===== config.mk =====
export PLATFORM = sky130hd
export DESIGN_NAME = weight_loader_flat
export DESIGN_NICKNAME = d
export VERILOG_FILES = /design/src/rtl/fnn_pkg.sv /design/src/rtl/weight_loader_if.sv /design/src/rtl/weight_loader.sv /design/src/flat_wrapper.sv
export SDC_FILE = /design/constraint.sdc
export NUM_CORES = 1
export LEC_CHECK = 0
export ABC_AREA = 1
export BUFFER_PORTS_ARGS = -buffer_cell sky130_fd_sc_hd__buf_2
export CORE_ASPECT_RATIO = 2
export CORE_MARGIN = 3
export CORE_UTILIZATION = 39
export CTS_BUF_LIST = sky130_fd_sc_hd__clkbuf_16
export CTS_CLUSTER_DIAMETER = 50
export DETAILED_ROUTE_END_ITERATION = 12
export SYNTH_ARGS = -nofsm -noshare
export SYNTH_HDL_FRONTEND = slang
export SYNTH_SLANG_ARGS = --single-unit

===== constraint.sdc =====
create_clock -name clk -period 1.4 [get_ports clk]
set_clock_uncertainty 0.1 [all_clocks]
set_input_delay 0.21 -clock clk [delete_from_list [all_inputs] [get_ports clk]]
set_output_delay 0.21 -clock clk [all_outputs]
set_load 0.01 [all_outputs]

===== src/rtl/fnn_pkg.sv =====
`default_nettype none
// ============================================================================
// Module      : fnn_pkg
// Description : Shared types and default sizing for the FNN layer blocks.
// Revision    : 1.0 - initial release
// ============================================================================
package fnn_pkg;

  // Weight loader control states
  typedef enum logic [1:0] {
    IDLE = 2'd0,
    LOAD = 2'd1,
    DONE = 2'd2
  } loader_state_t;

  // Default layer sizing
  localparam int NUM_WEIGHT = 30;
  localparam int NUM_NEURON = 4;
  localparam int DATA_WIDTH = 16;

endpackage
`default_nettype wire


===== src/rtl/weight_loader_if.sv =====
`default_nettype none
// ============================================================================
// Module      : weight_loader_if
// Description : Weight stream in, weight-memory write port out, plus the
//               load control/status strobes of the weight loader.
// Revision    : 1.0 - initial release
// ============================================================================
interface weight_loader_if #(
  parameter int DATA_WIDTH = fnn_pkg::DATA_WIDTH,
  parameter int NUM_NEURON = fnn_pkg::NUM_NEURON,
  parameter int ADDR_WIDTH = 5
);
  logic                  start;
  logic                  s_valid;
  logic [DATA_WIDTH-1:0] s_data;
  logic                  s_ready;
  logic [NUM_NEURON-1:0] wen;
  logic [ADDR_WIDTH-1:0] wadd;
  logic [DATA_WIDTH-1:0] win;
  logic                  busy;
  logic                  done;

  // Loader side: consumes the stream, drives the memory write port
  modport master (
    input  start, s_valid, s_data,
    output s_ready, wen, wadd, win, busy, done
  );

  // Host / memory side
  modport slave (
    output start, s_valid, s_data,
    input  s_ready, wen, wadd, win, busy, done
  );
endinterface
`default_nettype wire


===== src/rtl/weight_loader.sv =====
`default_nettype none
// ============================================================================
// Module      : weight_loader
// Description : Streams weights into the per-neuron weight memories of one
//               layer in neuron-major order, pulsing done when all are full.
// Revision    : 1.0 - initial release
// ============================================================================
module weight_loader #(
  parameter int NUM_WEIGHT   = fnn_pkg::NUM_WEIGHT,
  parameter int NUM_NEURON   = fnn_pkg::NUM_NEURON,
  parameter int DATA_WIDTH   = fnn_pkg::DATA_WIDTH,
  parameter int ADDR_WIDTH   = (NUM_WEIGHT > 1) ? $clog2(NUM_WEIGHT) : 1,
  parameter int NEURON_WIDTH = (NUM_NEURON > 1) ? $clog2(NUM_NEURON) : 1
) (
  input  wire logic       clk,
  input  wire logic       rst,
  weight_loader_if.master bus
);
  import fnn_pkg::loader_state_t;
  import fnn_pkg::IDLE;
  import fnn_pkg::LOAD;
  import fnn_pkg::DONE;

  localparam logic [ADDR_WIDTH-1:0]   C_LAST_ADDR   = ADDR_WIDTH'(NUM_WEIGHT - 1);
  localparam logic [NEURON_WIDTH-1:0] C_LAST_NEURON = NEURON_WIDTH'(NUM_NEURON - 1);

  loader_state_t           state_q, state_d;
  logic [ADDR_WIDTH-1:0]   addr_cnt_q, addr_cnt_d;
  logic [NEURON_WIDTH-1:0] neu_cnt_q, neu_cnt_d;
  logic [NUM_NEURON-1:0]   wen_q, wen_d;
  logic [ADDR_WIDTH-1:0]   wadd_q, wadd_d;
  logic [DATA_WIDTH-1:0]   win_q, win_d;
  logic                    busy_q, busy_d;
  logic                    done_q, done_d;

  logic w_ready;
  logic w_accept;
  logic w_last_addr;
  logic w_last_neuron;

  // Ready is a pure state decode so there is no path from s_valid to s_ready
  assign w_ready       = (state_q == LOAD);
  assign w_accept      = bus.s_valid & w_ready;
  assign w_last_addr   = (addr_cnt_q == C_LAST_ADDR);
  assign w_last_neuron = (neu_cnt_q == C_LAST_NEURON);

  assign bus.s_ready = w_ready;
  assign bus.wen     = wen_q;
  assign bus.wadd    = wadd_q;
  assign bus.win     = win_q;
  assign bus.busy    = busy_q;
  assign bus.done    = done_q;

  // Next-state, counter and write-port decode
  always_comb begin
    state_d    = state_q;
    addr_cnt_d = addr_cnt_q;
    neu_cnt_d  = neu_cnt_q;
    wen_d      = '0;
    wadd_d     = wadd_q;
    win_d      = win_q;

    case (state_q)
      IDLE: begin
        if (bus.start) begin
          state_d    = LOAD;
          addr_cnt_d = '0;
          neu_cnt_d  = '0;
        end
      end
      LOAD: begin
        if (w_accept) begin
          wen_d[neu_cnt_q] = 1'b1;
          wadd_d           = addr_cnt_q;
          win_d            = bus.s_data;
          if (w_last_addr) begin
            addr_cnt_d = '0;
            neu_cnt_d  = w_last_neuron ? '0 : neu_cnt_q + 1'b1;
            if (w_last_neuron) begin
              state_d = DONE;
            end
          end else begin
            addr_cnt_d = addr_cnt_q + 1'b1;
          end
        end
      end
      DONE: begin
        state_d = IDLE;
      end
      default: begin
        state_d = IDLE;
      end
    endcase

    // Status strobes are registered from the next state so they line up with it
    busy_d = (state_d != IDLE);
    done_d = (state_d == DONE);
  end

  // State, counters and registered write port
  always_ff @(posedge clk) begin
    if (rst) begin
      state_q    <= IDLE;
      addr_cnt_q <= '0;
      neu_cnt_q  <= '0;
      wen_q      <= '0;
      wadd_q     <= '0;
      win_q      <= '0;
      busy_q     <= 1'b0;
      done_q     <= 1'b0;
    end else begin
      state_q    <= state_d;
      addr_cnt_q <= addr_cnt_d;
      neu_cnt_q  <= neu_cnt_d;
      wen_q      <= wen_d;
      wadd_q     <= wadd_d;
      win_q      <= win_d;
      busy_q     <= busy_d;
      done_q     <= done_d;
    end
  end

endmodule
`default_nettype wire


===== src/flat_wrapper.sv =====
// flat-port wrapper written by rule: the top's interface ports become plain ports
module weight_loader_flat import fnn_pkg::loader_state_t; import fnn_pkg::IDLE; import fnn_pkg::LOAD; import fnn_pkg::DONE;
#(
  parameter int NUM_WEIGHT   = fnn_pkg::NUM_WEIGHT,
  parameter int NUM_NEURON   = fnn_pkg::NUM_NEURON,
  parameter int DATA_WIDTH   = fnn_pkg::DATA_WIDTH,
  parameter int ADDR_WIDTH   = (NUM_WEIGHT > 1) ? $clog2(NUM_WEIGHT) : 1,
  parameter int NEURON_WIDTH = (NUM_NEURON > 1) ? $clog2(NUM_NEURON) : 1
)
  (clk, rst, bus_start, bus_s_valid, bus_s_data, bus_s_ready, bus_wen, bus_wadd, bus_win, bus_busy, bus_done);
  weight_loader_if #(.DATA_WIDTH(DATA_WIDTH), .NUM_NEURON(NUM_NEURON), .ADDR_WIDTH(ADDR_WIDTH)) bus_i ();
  input  wire logic clk;
  input  wire logic rst;
  input wire logic [$bits(bus_i.start)-1:0] bus_start;
  input wire logic [$bits(bus_i.s_valid)-1:0] bus_s_valid;
  input wire logic [$bits(bus_i.s_data)-1:0] bus_s_data;
  output wire logic [$bits(bus_i.s_ready)-1:0] bus_s_ready;
  output wire logic [$bits(bus_i.wen)-1:0] bus_wen;
  output wire logic [$bits(bus_i.wadd)-1:0] bus_wadd;
  output wire logic [$bits(bus_i.win)-1:0] bus_win;
  output wire logic [$bits(bus_i.busy)-1:0] bus_busy;
  output wire logic [$bits(bus_i.done)-1:0] bus_done;
  assign bus_i.start = bus_start;
  assign bus_i.s_valid = bus_s_valid;
  assign bus_i.s_data = bus_s_data;
  assign bus_s_ready = bus_i.s_ready;
  assign bus_wen = bus_i.wen;
  assign bus_wadd = bus_i.wadd;
  assign bus_win = bus_i.win;
  assign bus_busy = bus_i.busy;
  assign bus_done = bus_i.done;
  weight_loader #(.NUM_WEIGHT(NUM_WEIGHT), .NUM_NEURON(NUM_NEURON), .DATA_WIDTH(DATA_WIDTH), .ADDR_WIDTH(ADDR_WIDTH), .NEURON_WIDTH(NEURON_WIDTH)) u_core (.clk(clk), .rst(rst), .bus(bus_i));
endmodule

Word-level counts from Yosys, hierarchy flattened:

Cells that the tools add are included.

* reductions and logical operators: 8
* equal/unequal tests: 7
* bitwise logic cells: 3
* mux-type cells: 16
* order comparisons: 2
* $add $sub $neg: 2

Operator list (count)
* $mux W2: 8
* $mux W5: 3
* $pmux W5 S2: 1
* $pmux W2 S2: 2
* $ne A2 B2 Y1 const B: 3
* $add A5 B1 Y5 const B: 1
* $eq A5 B5 Y1 const B: 1
* $eq A2 B2 Y1 const B: 2
* $reduce_and A4 Y1: 1
* $reduce_bool A2 Y1: 2
* $lt A2 B3 Y1 const B: 1
* $reduce_and A3 Y1: 1
* $reduce_or A3 Y1: 1
* $add A2 B1 Y2 const B: 1
* $demux W1 S2: 1
* $eq A2 B1 Y1 const B: 1
* $ge A2 B1 Y1 const B: 1
* $logic_not A2 Y1: 1
* $not A1 Y1: 2
* $reduce_and A2 Y1: 1
* $and A1 B1 Y1: 1
* $logic_and A1 B1 Y1: 1
* $mux W1: 1

* input port bits: 20
* flip-flop bits (word level): 36
* output and inout bits: 28

Longest topological paths before layout:

* depth after elaboration: 6
* gate-level depth with buffers: 9
* mapped depth without buffers: 8

Least setup slack after synthesis:

OpenSTA, ideal clock, no wires.

* path type: flip-flop to flip-flop
* start: reg u_core.state_q[0]
* end: reg u_core.win_q[15] (netlist: u_core.bus.win[15])
* cell stages (with the launch flop): 8
* data required time: 1.168 ns
* setup time: 0.132 ns
* setup slack: 0.122 ns
* arrival: 1.046 ns
* cells stage by stage: dfxtp_1 > inv_1 > nor2_4 > nand2_2 > buf_4 > buf_4 > nand2_1 > a21oi_1

* longest elaborated chain between the ends: 3

Ends and longest elaborated chain
* from (decl): RTL line weight_loader.sv:27 `loader_state_t state_q, state_d;`
* from (signal assigned): RTL line weight_loader.sv:112 `state_q <= state_d;`
* $eq A2 B1 Y1 *: RTL line weight_loader.sv:42 `assign w_ready = (state_q == LOAD);`
* named net bus_s_ready: RTL line flat_wrapper.sv:17 `output wire logic [$bits(bus_i.s_ready)-1:0] bus_s_ready;`
* $and A1 B1 Y1: RTL line weight_loader.sv:43 `assign w_accept = bus.s_valid & w_ready;`
* $reduce_and A2 Y1 (no source line) *
* to (signal assigned): RTL line weight_loader.sv:117 `win_q <= win_d;`
* to (decl): RTL line weight_loader.sv:32 `logic [DATA_WIDTH-1:0] win_q, win_d;`

Mark *: on every way through the listed nets, which the timed path passes. The rest lies on a longest branch.
A chain may end at the register's enable or synchronous reset.

Worst setup path in the final report:

* start: reg u_core.state_q[0]
* end: out bus_s_ready

* longest elaborated chain between the ends: 1

Ends and longest elaborated chain (RTL line)
* $eq A2 B1 Y1: weight_loader.sv:42
* to (decl): flat_wrapper.sv:17

Every way passes these cells.

==> key figures <==
Setup path
  • Worst setup path start: u_core.state_q[0]
  • Worst-path fanout max: 6
  • CP Launch Type: flip-flop
  • Worst Reg-to-Reg Cells: 7
  • Critical Path AT: 1010 ps
  • Slowest cell on the critical path: dfxtp_1
  • Levels on crit path: 4
  • Critical path type: reg -> out
  • Critical path's top delay family: buffers and inverters
  • RR Startpoint: u_core.addr_cnt_q[0]
  • CP cell instances: inv_1 -> nor2_4 -> buf_6 -> buf_2
  • CP endpoint kind: output port
  • Worst path max stage delay: 300 ps
  • Crit path buf inv count: 3
  • Critical path data required time: 1090 ps

Floorplan
  • Initial Util: between 40 and 50%
  • Die area: 4513 sq um
  • Chip Height: 92.05 um
  • Core area: ~3500 sq um
  • Die X: 49.03 um
  • Row count: 30
  • # IOs: between 40 and 50

Global routing
  • First-pass GRT wire length: 5678 um
  • Largest net degree at the start of global routing: 20
  • Total grt overflow: 0
  • Number of global-route vias before repair: 1329
  • GRT Resource Usage Total: 16.08%
  • Initial antenna violation count: 0

Yosys
  • Synth Net Count: 211
  • Synth Area in Compound Gates: 11.01%
  • Synthesis-stage register bit count: 36
  • Synth Area in Adders: 5.199%
  • Avg Cell Area, Syn: 7.805 sq um
  • Largest family of logic cells by synthesized area: simple AND/OR/NAND/NOR gates
  • Synth cell types: 21
  • Mapped Area: 1444 sq um
  • Mux contribution to synthesized area: 0%
  • Sequential area share after synthesis: between 40% and 50%
  • Synth Instances: about 190
  • Xor/xnor share of the synthesized area: 0.6066%
  • Simple-gate portion of the synthesized area: 23.74%
  • Synth warnings: 0

Layout
  • Layout cells sized above 1: between 20 and 30%
  • Ant diodes: 0
  • Nets@finish: 269
  • Design Area, Final: 1926 sq um
  • Layout area overhead: 33.36%

Routing
  • Iteration count of the initial detailed-routing pass: 4
  • Routed WL per cell: 11.17 um
  • Initial drt markers: 38
  • Vias: roughly 1300
  • WL final: 3262 um
  • Vias per cell: 4.565
  • ANT nets after route: 0
  • DRC: 0

Timing
  • Setup TNS: 0 ps
  • Hold WS: 82.17 ps
  • Worst slew margin: a little over four fifths
  • # setup viols final: 0
  • Period utilization: 93.95%
  • Worst slew pin tran: around 240 ps
  • Slew Limit Fails: 0
  • Final Hold Fails: 0
  • RSZ-0062 raised after global routing: false
  • F_max: 760.3 MHz
  • Fin crit period: around 1300 ps

Pwr
  • Pwr Density: roughly 1300 nW/um^2
  • Pwr Total: 2.445 mW
  • VDD IR max: around 0.001 V
  • Pleak: between 0.9 and 1 nW

Clocking
  • Clock slew at reported path FFs: about 50 ps
  • Root buf cell: clkbuf_16
  • Num CTS Buffers: 5
  • Deepest clock path buffer count: 2
  • H-tree Lvls: 2
  • CTS tree: yes
  • Worst-Skew Late Latency: 270 ps
  • Postcts setup bufs: 0
  • Clock tree sinks: 36

Placed design
  • HPWL after DPL: around 2500 um
  • GP Congestion: 0.7531
  • Placed instance area: 1772 sq um
  • Port bufs: 47

Min path
  • Cell count of the worst hold path: 3
  • Worst Hold Class: in -> reg
  • Min-delay src: bus_s_data[0]

Run status
  • Status: finished clean

Job
  • Max_cap viols: 0
## worst min-delay path, delay by kind of cell
kind | cells | cell delay [ps]
and+or+nand+nor | 1 | 50
AOI/OAI and AO/OA | 1 | 50
buffers and inverters | 1 | 100
## cell usage in the layout, fill, tap and decap left out, drive strengths merged
cell type,Yosys,routed
clkbuf,1,5
ha,6,6
nand2,54,54
xnor2,1,1
clkinv,2,5
a21oi,25,25
nand3,12,12
nor2,13,13
o21ai,6,6
inv,21,21
dfxtp,36,36
buf,6,58
nand4,1,1
nand3b,1,1
## synth_stat cells, drive strengths merged
| library cell | instances | area (sq um) |
|---|---|---|
| nand2 | 54 | 210.2 |
| dfxtp | 36 | 720.7 |
| a21oi | 25 | 125.1 |
| inv | 21 | 78.83 |
| nor2 | 13 | 58.81 |
| nand3 | 12 | 60.06 |
| buf | 6 | 46.29 |
| ha | 6 | 75.07 |
| o21ai | 6 | 33.78 |
| clkinv | 2 | 8.750 |
| clkbuf | 1 | 3.750 |
| nand3b | 1 | 7.510 |
| nand4 | 1 | 6.260 |
| xnor2 | 1 | 8.760 |
## power breakdown
group | switching, mW | total, mW | internal [mW]
logic | 0.184 | 0.318 | 0.134
clock network | 0.381 | 1.03 | 0.645
registers | 0.0247 | 1.10 | 1.08
total | 0.590 | 2.45 | 1.86
## stage by stage
| stage | instances | utilization (%) | setup WS, ps |
|---|---|---|---|
| 2_1_floorplan | 185 | - | 121.7 |
| 3_3_place_gp | 284 | 50.75 | 115.0 |
| 3_5_place_dp | 284 | 50.75 | 115.1 |
| 4_1_cts | 292 | 54.73 | 66.36 |
| 5_1_grt | 292 | 55.16 | 12.69 |
| 6_report | 292 | 55.16 | 84.70 |
## metal layers
metal	track usage, %	share of wire, %
met2	31.59	57
met3	3.577	5.1
met1	14.82	36
met5	0	0
met4	7.838	2.1
## final timing paths
| kind | endpoint | slack (ps) |
|---|---|---|
| min | u_core.bus.win[0] | 80 |
| max | bus_s_ready | 80 |
| max reg2reg | u_core.addr_cnt_q[4] | 130 |
| min reg2reg | u_core.bus.win[1] | 360 |
## registers in the layout, summed over array words and instances (netlist names)
| signal | flops |
|---|---|
| u_core.state_q | 2 |
| u_core.bus.win | 16 |
| u_core.addr_cnt_q | 5 |
| u_core.neu_cnt_q | 2 |
| u_core.bus.busy | 1 |
| u_core.bus.done | 1 |
| u_core.bus.wadd | 5 |
| u_core.bus.wen | 4 |
## kinds of logic (layout without fill, tap and decap cells)
family / count (synthesis) / after routing
buffers and inverters: 30 / 89
flip-flops: 36 / 36
AND/OR/NAND/NOR: 81 / 81
AO/OA/AOI/OAI: 31 / 31
XOR/XNOR: 1 / 1
adder cells (fa/ha/maj): 6 / 6
## layout make-up
class	instances	area (sq um)
fill	350	1565
sequential	36	720.7
multi-input combinational	119	593.1
timing repair buffer	58	325.3
clock buffer	5	125.1
inverter	23	87.58
tap	48	60.06
clock inverter	3	13.76
## timing repair
item                                    4_1_cts  5_1_grt
gates resized for setup                       0        3
endpoints found under the hold margin         0        0
endpoints found under the setup margin        0        5
hold buffers                                  0        0
(Power assumes the default switching activity.)
